**src/rtl/ahb_led_ctrl.sv**
```systemverilog
// AHB-Lite zero-wait-state LED controller: direct levels, per-channel TXEV toggle
// and a shared blink prescaler, all mapped into four 32-bit registers.
module ahb_led_ctrl #(
  parameter int                NUM_CH    = 8,
  parameter int                CNT_WIDTH = 24,
  parameter logic [NUM_CH-1:0] LED_RST   = '0
) (
  input  logic              i_clk,
  input  logic              i_reset,
  input  logic              HSEL,
  input  logic [31:0]       HADDR,
  input  logic [1:0]        HTRANS,
  input  logic              HWRITE,
  input  logic [2:0]        HSIZE,
  input  logic [31:0]       HWDATA,
  input  logic              HREADY,
  output logic              HREADYOUT,
  output logic [31:0]       HRDATA,
  output logic              HRESP,
  input  logic              i_txev,
  output logic [NUM_CH-1:0] o_led
);

  localparam logic [1:0] A_OUT     = 2'd0;
  localparam logic [1:0] A_TOGEN   = 2'd1;
  localparam logic [1:0] A_BLINKEN = 2'd2;
  localparam logic [1:0] A_PERIOD  = 2'd3;

  logic                 dp_vld_q, dp_vld_d;
  logic                 dp_wr_q, dp_wr_d;
  logic [9:0]           dp_addr_q, dp_addr_d;
  logic [NUM_CH-1:0]    led_q, led_d;
  logic [NUM_CH-1:0]    togen_q, togen_d;
  logic [NUM_CH-1:0]    blinken_q, blinken_d;
  logic [CNT_WIDTH-1:0] period_q, period_d;
  logic [CNT_WIDTH-1:0] cnt_q, cnt_d;
  logic                 txev_q;

  logic                 mapped;
  logic                 wr_sel;
  logic                 wr_out, wr_tog, wr_blk, wr_per;
  logic                 txev_rise;
  logic                 tick;
  logic [31:0]          rdata;
  logic                 unused_bits;

  assign unused_bits = ^{HSIZE, HADDR[31:12], HADDR[1:0], HWDATA};

  // Address phase: only selected NONSEQ/SEQ transfers open a data phase.
  always_comb begin
    dp_vld_d  = HSEL & HREADY & HTRANS[1];
    dp_wr_d   = HWRITE;
    dp_addr_d = HADDR[11:2];
  end

  assign mapped    = (dp_addr_q[9:2] == 8'd0);
  assign wr_sel    = dp_vld_q & dp_wr_q & mapped;
  assign wr_out    = wr_sel & (dp_addr_q[1:0] == A_OUT);
  assign wr_tog    = wr_sel & (dp_addr_q[1:0] == A_TOGEN);
  assign wr_blk    = wr_sel & (dp_addr_q[1:0] == A_BLINKEN);
  assign wr_per    = wr_sel & (dp_addr_q[1:0] == A_PERIOD);
  assign txev_rise = i_txev & ~txev_q;

  // A PERIOD write restarts the prescaler, so it suppresses the tick of that cycle.
  assign tick = (period_q != '0) & (cnt_q == '0) & ~wr_per;

  always_comb begin
    cnt_d = cnt_q;
    if (wr_per) begin
      cnt_d = HWDATA[CNT_WIDTH-1:0];
    end else if (period_q == '0) begin
      cnt_d = '0;
    end else if (cnt_q == '0) begin
      cnt_d = period_q;
    end else begin
      cnt_d = cnt_q - 1'b1;
    end
  end

  always_comb begin
    togen_d   = wr_tog ? HWDATA[NUM_CH-1:0] : togen_q;
    blinken_d = wr_blk ? HWDATA[NUM_CH-1:0] : blinken_q;
    period_d  = wr_per ? HWDATA[CNT_WIDTH-1:0] : period_q;
  end

  // Per-channel priority: bus write, then blink, then TXEV; at most one toggle.
  always_comb begin
    led_d = led_q;
    for (int i = 0; i < NUM_CH; i++) begin
      if (wr_out) begin
        led_d[i] = HWDATA[i];
      end else if (blinken_q[i] & tick) begin
        led_d[i] = ~led_q[i];
      end else if (togen_q[i] & txev_rise) begin
        led_d[i] = ~led_q[i];
      end
    end
  end

  always_ff @(posedge i_clk) begin
    if (i_reset) begin
      dp_vld_q  <= 1'b0;
      dp_wr_q   <= 1'b0;
      dp_addr_q <= '0;
      led_q     <= LED_RST;
      togen_q   <= '0;
      blinken_q <= '0;
      period_q  <= '0;
      cnt_q     <= '0;
      // Track the live level so a TXEV already high at release is not seen as an edge.
      txev_q    <= i_txev;
    end else begin
      dp_vld_q  <= dp_vld_d;
      dp_wr_q   <= dp_wr_d;
      dp_addr_q <= dp_addr_d;
      led_q     <= led_d;
      togen_q   <= togen_d;
      blinken_q <= blinken_d;
      period_q  <= period_d;
      cnt_q     <= cnt_d;
      txev_q    <= i_txev;
    end
  end

  always_comb begin
    rdata = '0;
    if (dp_vld_q & ~dp_wr_q & mapped) begin
      case (dp_addr_q[1:0])
        A_OUT:     rdata[NUM_CH-1:0]    = led_q;
        A_TOGEN:   rdata[NUM_CH-1:0]    = togen_q;
        A_BLINKEN: rdata[NUM_CH-1:0]    = blinken_q;
        default:   rdata[CNT_WIDTH-1:0] = period_q;
      endcase
    end
  end

  assign HRDATA    = rdata;
  assign HREADYOUT = 1'b1;
  assign HRESP     = 1'b0;
  assign o_led     = led_q;

endmodule

```
**config.mk**
```make
export PLATFORM = sky130hd
export DESIGN_NAME = ahb_led_ctrl
export DESIGN_NICKNAME = d
export VERILOG_FILES = /design/src/rtl/ahb_led_ctrl.sv
export SDC_FILE = /design/constraint.sdc
export NUM_CORES = 1
export LEC_CHECK = 0
export BUFFER_PORTS_ARGS = -buffer_cell sky130_fd_sc_hd__buf_2
export CORE_MARGIN = 8
export CORE_UTILIZATION = 53
export DETAILED_ROUTE_END_ITERATION = 8
export PLACE_DENSITY = 0.8
export SYNTH_ARGS = -nofsm -noshare
export SYNTH_HDL_FRONTEND = slang
export SYNTH_SLANG_ARGS = --single-unit
```
**constraint.sdc**
```tcl
create_clock -name i_clk -period 3 [get_ports i_clk]
set_clock_uncertainty 0.2 [all_clocks]
set_input_delay 0.15 -clock i_clk [delete_from_list [all_inputs] [get_ports i_clk]]
set_output_delay 0.15 -clock i_clk [all_outputs]
set_load 0.01 [all_outputs]
```
; ---- Yosys cells after proc, flatten, opt, wreduce, memory -nomap -nowiden
; Cells that the tools add are included.
[word_totals]
output_inout_bits = 42
inputBits = 75
regBits = 85
[classes]
reduce_logical = 14
add_sub_neg = 1
muxes = 30
bitwise_logic = 40
eq_ne = 3
[op_table]
columns = operator, count
row1 = 2-to-1 mux 24 bit, 4
row2 = logical NOT 24 bit, 2
row3 = bitwise AND 1 bit, 29
row4 = 2-to-1 mux 1 bit, 24
row5 = one-hot mux 8 bit (3 select lines), 1
row6 = nonzero test 24 bit, 1
row7 = nonzero test 3 bit, 8
row8 = "subtractor 24 x 1 -> 24 bit, second input constant", 1
row9 = 2-to-1 mux 16 bit, 1
row10 = inverter 1 bit, 11
row11 = logical NOT 8 bit, 1
row12 = "== test 2 bit, second input constant", 2
row13 = OR reduction 3 bit, 1
row14 = "== test 2 x 1 -> 1 bit, second input constant", 1
row15 = logical NOT 2 bit, 1

; ---- Longest topological paths before layout
; Gate-level depths: netlist of the first run.
[logic_depth]
ltp_word = 8
ltp_mapped = 9
ltp_nobuf = 7

; ---- Least setup slack after synthesis of the first run
; No wires, ideal clock.
[synth_path]
path_type = register to register
startpoint = register cnt_q[6]
endpoint = register cnt_q[17]
path_stages_with_launch = 7
slack_ns = 0.288
arrival_ns = 2.427
path_buffers = 1
setup_ns = 0.084
synth_period_minus_slack_ns = 2.712
required_time_ns = 2.716
cell_sequence = dfxtp_1 or4_1 buf_2 or4_4 or4_1 mux2_4 o31ai_2
[synth_between]
elab_chain_len = 4
word_cells_on_any_way = 5
[synth_rtl]
columns = item, line_no
row1 = "start, declared", 36  ; logic [CNT_WIDTH-1:0] cnt_q, cnt_d;
row2 = "start signal, assigned", 120  ; cnt_q <= cnt_d;
row3 = subtractor 24 x 1 -> 24 bit or logical NOT 24 bit (tied branches), "76, 73"
row4 = 2-to-1 mux 24 bit (*), 73  ; end else if (cnt_q == '0) begin
row5 = 2-to-1 mux 24 bit (*), 71  ; end else if (period_q == '0) begin
row6 = 2-to-1 mux 24 bit (*), 69  ; if (wr_per) begin
; Every way passes the cells marked *; elsewhere a longest branch is shown, timed or not.
; A chain may end at the register's enable or synchronous reset.

; ---- Worst setup path in the final report of the first run
[layout_path]
startpoint = register dp_addr_q[7]
endpoint = register led_q[3], in the netlist o_led[3]
[layout_between]
elab_chain_len = 8
word_cells_on_any_way = 10
[layout_rtl]
columns = item, line_no
row1 = "start, declared", 31  ; logic [9:0] dp_addr_q, dp_addr_d;
row2 = "start signal, assigned", 115  ; dp_addr_q <= dp_addr_d;
row3 = logical NOT 8 bit (*), 56  ; assign mapped = (dp_addr_q[9:2] == 8'd0);
row4 = bitwise AND 1 bit (*), 57  ; assign wr_sel = dp_vld_q & dp_wr_q & mapped;
row5 = bitwise AND 1 bit, 61  ; assign wr_per = wr_sel & (dp_addr_q[1:0] == A_PERIOD);
row6 = inverter 1 bit, 65  ; assign tick = (period_q != '0) & (cnt_q == '0) & ~wr_per;
row7 = bitwise AND 1 bit, 65
row8 = bitwise AND 1 bit, 92  ; end else if (blinken_q[i] & tick) begin
row9 = 2-to-1 mux 1 bit, 92
row10 = 2-to-1 mux 1 bit, 90  ; if (wr_out) begin
row11 = "end signal, assigned", 116  ; led_q <= led_d;
row12 = "end, declared", 32  ; logic [NUM_CH-1:0] led_q, led_d;
; Marks and branches as above.

==> results of run 1 <==
==> worst paths after layout <==
path / startpoint / end / depth (start not counted)
worst min register to register: period_q[14]$_SDFFE_PP0P_ / period_q[14]$_SDFFE_PP0P_ / 2
worst max register to register: dp_addr_q[7]$_SDFF_PP0_ / o_led[3]$_SDFFE_PP0P_ / 5
worst max-delay path: dp_addr_q[7]$_SDFF_PP0_ / o_led[3]$_SDFFE_PP0P_ / 5
worst min-delay path: i_reset / cnt_q[18]$_SDFF_PP0_ / 4
==> repair_timing <==
item,4_1_cts,5_1_grt
hold endpoints to repair,85,0
hold buffers,38,0
resized for setup,0,0
==> worst max-delay path: stages (launching register included) <==
cell	delay (ns)
sky130_fd_sc_hd__dfxtp_1	0.30
sky130_fd_sc_hd__or4_1	0.62
sky130_fd_sc_hd__or4_1	0.62
sky130_fd_sc_hd__o21a_1	0.46
sky130_fd_sc_hd__a311o_1	0.45
sky130_fd_sc_hd__o211ai_1	0.09
==> power by group through the flow <==
stage	Combinational [mW]	Clock [mW]	Sequential (mW)
6_report	0.132	0.826	1.14
5_1_grt	0.143	0.884	1.14
4_1_cts	0.129	0.834	1.14
3_5_place_dp	0.0913	0	1.17
3_3_place_gp	0.0884	0	1.17
2_1_floorplan	0.0557	0	1.17
==> synth_stat cells (4+ instances only) <==
| library cell | n | share of area (%) |
|---|---|---|
| sky130_fd_sc_hd__nand4_1 | 11 | 1.6 |
| sky130_fd_sc_hd__nand3_1 | 4 | 0.46 |
| sky130_fd_sc_hd__nor2b_1 | 22 | 3.1 |
| sky130_fd_sc_hd__mux4_2 | 8 | 4.1 |
| sky130_fd_sc_hd__nor3_1 | 21 | 2.4 |
| sky130_fd_sc_hd__nor2_1 | 46 | 3.9 |
| sky130_fd_sc_hd__o31ai_1 | 11 | 1.9 |
| sky130_fd_sc_hd__o211ai_1 | 14 | 2.4 |
| sky130_fd_sc_hd__inv_1 | 5 | 0.43 |
| sky130_fd_sc_hd__a311o_1 | 8 | 1.8 |
| sky130_fd_sc_hd__a21oi_1 | 43 | 4.9 |
| sky130_fd_sc_hd__o21ai_0 | 12 | 1.4 |
| sky130_fd_sc_hd__xor2_1 | 6 | 1.2 |
| sky130_fd_sc_hd__nor4_1 | 16 | 2.3 |
| sky130_fd_sc_hd__or4_1 | 7 | 1.2 |
| sky130_fd_sc_hd__xnor2_1 | 4 | 0.80 |
| sky130_fd_sc_hd__clkbuf_1 | 26 | 2.2 |
| sky130_fd_sc_hd__dfxtp_1 | 85 | 39 |
| sky130_fd_sc_hd__mux2i_1 | 20 | 4.6 |
| sky130_fd_sc_hd__buf_4 | 10 | 1.7 |
| sky130_fd_sc_hd__and2_1 | 17 | 2.4 |
| sky130_fd_sc_hd__nand2_1 | 84 | 7.2 |
| sky130_fd_sc_hd__nor3b_1 | 4 | 0.68 |
==> flip-flops by register name, indices dropped and copies added (netlist names) <==
signal	count
togen_q	8
blinken_q	8
dp_addr_q	10
cnt_q	24
txev_q	1
period_q	24
dp_wr_q	1
dp_vld_q	1
o_led	8
==> cell type report <==
cell class | instances | share of cell area (%)
clock buffers | 11 | 2.586
repair buffers | 132 | 16.57
well taps | 105 | 2.403
multi-input cells | 406 | 45.89
clock inverters | 5 | 1.076
flip-flops and latches | 85 | 31.13
inverters | 5 | 0.3433
==> metal layers <==
| metal | track usage (%) | up-vias |
|---|---|---|
| li1 | - | 2089 |
| met1 | 27.47 | 2125 |
| met2 | 36.86 | 182 |
| met3 | 3.359 | 24 |
| met4 | 8.241 | 0 |
| met5 | 0 | - |
==> metrics by stage <==
step / power (mW) / std cells / util (%)
final: 2.100 / 749 / 67.21
after global routing: 2.170 / 749 / 67.21
after CTS: 2.104 / 749 / 67.21
after detailed placement: 1.260 / 695 / 60.07
after global placement: 1.256 / 695 / 60.07
after floorplan: 1.221 / 538 / -
==> cells in the final DEF, fill, tap and decap left out, types with 3 or more instances in the layout <==
cell type and n:
sky130_fd_sc_hd__nand4_1 11, sky130_fd_sc_hd__xnor2_1 4, sky130_fd_sc_hd__or4_1 7, sky130_fd_sc_hd__or2_2 3
sky130_fd_sc_hd__xor2_1 6, sky130_fd_sc_hd__o21ai_0 12, sky130_fd_sc_hd__nor3b_1 4, sky130_fd_sc_hd__dfxtp_1 85
sky130_fd_sc_hd__clkbuf_8 10, sky130_fd_sc_hd__buf_4 22, sky130_fd_sc_hd__nor3_1 21, sky130_fd_sc_hd__o31ai_1 11
sky130_fd_sc_hd__mux4_2 8, sky130_fd_sc_hd__mux2i_1 20, sky130_fd_sc_hd__and3_1 3, sky130_fd_sc_hd__mux2_2 3
sky130_fd_sc_hd__conb_1 10, sky130_fd_sc_hd__nor2_1 46, sky130_fd_sc_hd__nand2_1 84, sky130_fd_sc_hd__nor2b_1 22
sky130_fd_sc_hd__and2_1 17, sky130_fd_sc_hd__a311o_1 8, sky130_fd_sc_hd__nand3_1 4, sky130_fd_sc_hd__and4_1 3
sky130_fd_sc_hd__or3_1 3, sky130_fd_sc_hd__inv_1 5, sky130_fd_sc_hd__buf_2 72, sky130_fd_sc_hd__o211ai_1 14
sky130_fd_sc_hd__dlygate4sd3_1 38, sky130_fd_sc_hd__nor4_1 15, sky130_fd_sc_hd__a21oi_1 43
==> cell families (layout without fill, tap and decap cells) <==
| logic type | Yosys count | after routing | share of synthesized area, % |
|---|---|---|---|
| DFF | 85 | 85 | 38.81 |
| xor gates and xnor gates | 10 | 10 | 1.998 |
| and+or+nand+nor | 252 | 252 | 28.82 |
| AOI/OAI and AO/OA | 100 | 100 | 14.87 |
| buffers and inverters | 47 | 153 | 4.966 |
| adders and majority gates | 2 | 2 | 0.5707 |
| muxes | 32 | 32 | 9.789 |
| other | 2 | 10 | 0.1713 |
==> metrics.yaml, run 1 <==
die-height_um: 107.0
post_synthesis_async_set_or_reset_flop_share_pct: 0
routedLengthMet1_um: 5418
detailed_routed_wire_length_on_met3_um: 837
grt_max_degree: 67
dieArea_um2: 11440
flow.area_growth_from_synthesis_pct: 24.69
post-route-worst-setup-slack_ns: 0.1805
placer_s_final_routability_congestion_estimate: 0.9021
initial_utilization_pct: 53.90
place.port_buffers: 72
antenna_cells: 0
vdd_ir_drop_max_mv: 0.2790
clock.fmax_mhz: 354.7
ff2ff_setup_slack_ns: 0.18
worst_skew_pair.late_latency_ns: 0.36
fp-row-count: 33
maximum_buffer_depth_of_the_clock_tree: 2
end_kind: "flip-flop"
layout-drive-gt1-share_pct: 20.81
cts_htree_levels: 3
yosysWarningCount: 0
post_synth.cell_area_avg_um2: 8.272
placed_area_um2: 4886
grt_remaining_overflow: 0
power.clock.fraction_pct: 39.3
unrepaired_setup_endpoints_after_global_routing: "no"
cell_area_synth_um2: 4384
start_kind: "flip-flop"
finalWorstPathRequiredPeriod_ns: 2.820
cts_made_buffers: 9
detailed_place_hpwl_um: 8514
run_status: "complete, no violations"
cp_data_required_time_ns: 3.08
clock_tree_from_tritoncts: "yes"
critical_path_peak_fanout: 22
synth.distinct_cells: 50
swShare_pct: 23.15
antenna_found_initial: 0
cts.repair_timing.setup_buffer_count: 0
seq_power_share_pct: 54.4
internal_power_mw: 1.613
cts.sinks: 85
finalInstanceArea_um2: 5466
final_nets: 716
grt_pass1_vias: 4322
postRouteWirelength_um: 12500
io_pins: 117
static-leakage-power_nw: 2.094
postSynthCellCount: 530
ctsRootBufferMaster: "sky130_fd_sc_hd__clkbuf_8"
share_comb_of_total_power_pct: 6.3
worstMarginPinSlew_ns: 0.8716
met2_wirelength_um: 6032
core_area_um2: 8134
whs_ns: 0.02258
drt-pass1-iter-count: 5
max-slew-margin-rel_pct: 41.89
drc_errors: 0
grt.total_usage_pct: 21.84
cts.clk_slew.worst_paths_ns: 0.09
multiInputGateArea_um2: 2509
finalSetupTns_ns: 0
cap_viol_max_count: 0
routed_wire_length_per_instance_um: 16.69
drt-initial-drc-count: 352
route.vias.total: 4420
maxUsedRoutingLayer: "met4"
detail_route.vias_per_cell: 5.901
placement.setup.worst_slack_ns: 0.1969
timing.critical_path.arrival_ns: 2.90
layout_worst_path_cycle_share_pct: 93.98
powerDensity_nw_per_um2: 384.1
regArea_um2: 1702
fp.dieW_um: 107.0
ant_nets: 0
fillers: 643
seq_area_frac_synth_pct: 38.81
switching_power_mw: 0.4861
hold_violations: 0
ys.flop_type: "sky130_fd_sc_hd__dfxtp_1"
critical_path_class: "reg -> reg"
synth.ff_latch_count: 85
final-max-slew-violation-count: 0
synth_enable_flop_cells: 0
hold_path.class: "in -> reg"
global_route_wire_length_before_repair_um: 20660
setup_viol: 0
(Power assumes the default switching activity.)
==> inputs of run 2 (changes only) <==
--- a/config.mk
+++ b/config.mk
@@ -7,9 +7,9 @@
 export LEC_CHECK = 0
 export BUFFER_PORTS_ARGS = -buffer_cell sky130_fd_sc_hd__buf_2
 export CORE_MARGIN = 8
-export CORE_UTILIZATION = 53
+export CORE_UTILIZATION = 48
 export DETAILED_ROUTE_END_ITERATION = 8
-export PLACE_DENSITY = 0.8
+export PLACE_DENSITY = 0.77
 export SYNTH_ARGS = -nofsm -noshare
 export SYNTH_HDL_FRONTEND = slang
 export SYNTH_SLANG_ARGS = --single-unit
==> constraint.sdc (replaced) <==
create_clock -name i_clk -period 2.3 [get_ports i_clk]
set_clock_uncertainty 0.2 [all_clocks]
set_input_delay 0.115 -clock i_clk [delete_from_list [all_inputs] [get_ports i_clk]]
set_output_delay 0.115 -clock i_clk [all_outputs]
set_load 0.01 [all_outputs]
==> metrics.yaml, run 2 (same netlist as run 1, synthesis figures left out) <==
hold_path.class: "in -> reg"
dieArea_um2: 12450  # +8.8%
worstMarginPinSlew_ns: 0.6311  # -0.2405 ns
reg_to_reg_critical_path_startpoint: "cnt_q[8]$_SDFF_PP0_"
post-route-worst-setup-slack_ns: -0.3048  # -0.4853 ns
antenna_cells: 0  # unchanged
detailed_place_hpwl_um: 9229  # +8.4%
cts_htree_levels: 3  # unchanged
layout-drive-gt1-share_pct: 33.33  # +13 points
standard_cell_with_the_maximum_stage_delay_on_the_critical_path: "sky130_fd_sc_hd__or4_4"
setup_viol: 94  # +94
worst_skew_pair.late_latency_ns: 0.36  # about the same
cts.sinks: 85  # unchanged
core_area_um2: 9065  # +11%
placer_s_final_routability_congestion_estimate: 0.8948  # -0.81%
power.clock.fraction_pct: 37.0  # -2.3 points
fillers: 615  # -4.4%
max-slew-margin-rel_pct: 57.84  # +16 points
start_kind: "flip-flop"
internal_power_mw: 1.996  # +24%
layout.cells.most_common_list: "82 x sky130_fd_sc_hd__dfxtp_1, 70 x sky130_fd_sc_hd__nand2_1, 69 x sky130_fd_sc_hd__buf_2, 50 x sky130_fd_sc_hd__buf_4, 48 x sky130_fd_sc_hd__dlygate4sd3_1"
antenna_found_initial: 0  # unchanged
io_pins: 117  # unchanged
placed_area_um2: 5249  # +7.4%
hold_violations: 0  # unchanged
die-height_um: 111.6  # +4.3%
finalInstanceArea_um2: 6342  # +16%
grt_pass1_vias: 4886  # +13%
end_kind: "output pin"
switching_power_mw: 0.6894  # +42%
flow.area_growth_from_synthesis_pct: 44.66
share_comb_of_total_power_pct: 7.6  # +1.3 points
clock_tree_from_tritoncts: "yes"
vdd_ir_drop_max_mv: 0.3184  # +14%
postRouteWirelength_um: 14920  # +19%
critical_path.cell_chain: "or3b_4 > buf_6 > or4_4 > nor2_4 > buf_12 > and2_1 > buf_2"
worst_setup_path_endpoint: "HRDATA[9]"
routed_wire_length_per_instance_um: 18.35  # +10%
hold_depth: 2  # -2
cp_data_required_time_ns: 1.99  # -1.09 ns
final_nets: 774  # +8.1%
ant_nets: 0  # unchanged
timing.critical_path.slowest_cell_delay_ns: 0.51  # -0.11 ns
failing_checks: "negative setup slack"
ff2ff_setup_slack_ns: -0.28  # -0.46 ns
clock.fmax_mhz: 383.9
global_route_wire_length_before_repair_um: 23430  # +13%
unrepaired_setup_endpoints_after_global_routing: "yes"
drt-initial-drc-count: 472  # +34%
route.vias.total: 4845  # +9.6%
powerDensity_nw_per_um2: 423.3  # +10%
seq_power_share_pct: 55.4  # +1.0 points
ctsRootBufferMaster: "sky130_fd_sc_hd__clkbuf_8"
commonest_non_fill_non_tap_cell_in_the_layout: "sky130_fd_sc_hd__dfxtp_1"
fp-row-count: 35  # +6.1%
place.port_buffers: 72  # unchanged
swShare_pct: 25.68  # +2.5 points
run_status: "finished with violations"
biggestRegsByFlops: "cnt_q: 24 flops, period_q: 24 flops, dp_addr_q: 10 flops"
critical_path_peak_fanout: 16  # -27%
detail_route.vias_per_cell: 5.959  # +0.99%
static-leakage-power_nw: 2.520  # +20%
worst-r2r-cell-count: 5  # unchanged
grt_max_degree: 51  # -24%
cts.clk_slew.worst_paths_ns: 0.10  # about the same
drt-pass1-iter-count: 5  # unchanged
fin_total_pwr_mw: 2.685  # +28%
timing.critical_path.arrival_ns: 2.29  # -0.61 ns
fp.dieW_um: 111.6  # +4.3%
finalWorstPathRequiredPeriod_ns: 2.605
drc_errors: 0  # unchanged
cap_viol_max_count: 0  # unchanged
layout_worst_path_cycle_share_pct: 113.3
r2r-end: "cnt_q[17]$_SDFF_PP0_"
critical_path_class: "reg -> out"
startpoint_of_the_most_critical_setup_path: "dp_addr_q[3]$_SDFF_PP0_"
grt_remaining_overflow: 0  # unchanged
grt.total_usage_pct: 22.50  # +0.66 points
cts_made_buffers: 9  # unchanged
initial_utilization_pct: 48.36  # -5.5 points
maximum_buffer_depth_of_the_clock_tree: 2  # unchanged
final-max-slew-violation-count: 0  # unchanged
run 2: how the worst min path moves through the flow:
stage	start	endpoint	slack (ns)
after floorplan	i_txev	txev_q$_DFF_P_	-0.06
after global placement	i_txev	txev_q$_DFF_P_	0.03
after detailed placement	i_txev	txev_q$_DFF_P_	0.03
after CTS	i_txev	txev_q$_DFF_P_	0.19
after global routing	i_txev	txev_q$_DFF_P_	0.22
final	i_txev	txev_q$_DFF_P_	0.20
run 2: what timing repair did:
item                                    4_1_cts  5_1_grt
endpoints found under the setup margin       93       96
endpoints found under the hold margin        85        0
hold buffers                                 48        0
buffers inserted                              7        7
gates resized for setup                      39       51
cloned                                        3        0
pin swaps                                    14       13
run 2: metrics by stage:
step	instances	setup TNS [ns]	utilization (%)	hold slack, ns	worst slack [ns]
6_report	813	-11.05	69.97	0.2015	-0.3048
5_1_grt	813	-16.99	69.97	0.2223	-0.3647
4_1_cts	811	-14.65	68.14	0.1892	-0.2834
3_5_place_dp	737	-3.553	57.90	0.03248	-0.2563
3_3_place_gp	737	-1.383	57.90	0.02821	-0.1790
2_1_floorplan	538	-2.865	-	-0.05728	-0.3068
run 2: per-layer routing:
layer | GRT usage, % | part of all wire, % | vias up | wire length [um]
met5 | 0 | 0 | - | 0
met4 | 9.298 | 2.8 | 0 | 419
met3 | 5.357 | 8.1 | 48 | 1209
met2 | 39.43 | 50 | 259 | 7484
met1 | 25.65 | 39 | 2319 | 5806
li1 | - | - | 2219 | -
run 2: worst max-delay path, delay by kind of cell (launching register included):
| family | cells | cell delay, ns |
|---|---|---|
| and+or+nand+nor | 4 | 1.21 |
| buffers and inverters | 3 | 0.41 |
| DFF | 1 | 0.31 |
run 2: layout make-up:
cell class	count	area (um^2)	share of cell area, %
clock buffer	9	123.9	1.953
clock inverter	7	55.05	0.8680
inverter	5	18.77	0.2959
multi-input combinational	406	2801	44.17
sequential	85	1705	26.89
tap	111	138.9	2.190
timing repair buffer	190	1499	23.63
run 2: power groups by stage:
stage	Combinational (mW)	Clock [mW]	Sequential, mW
4_1_cts	0.197	0.994	1.49
3_3_place_gp	0.128	0	1.52
3_5_place_dp	0.132	0	1.52
6_report	0.205	0.993	1.49
2_1_floorplan	0.0776	0	1.52
5_1_grt	0.220	1.07	1.49
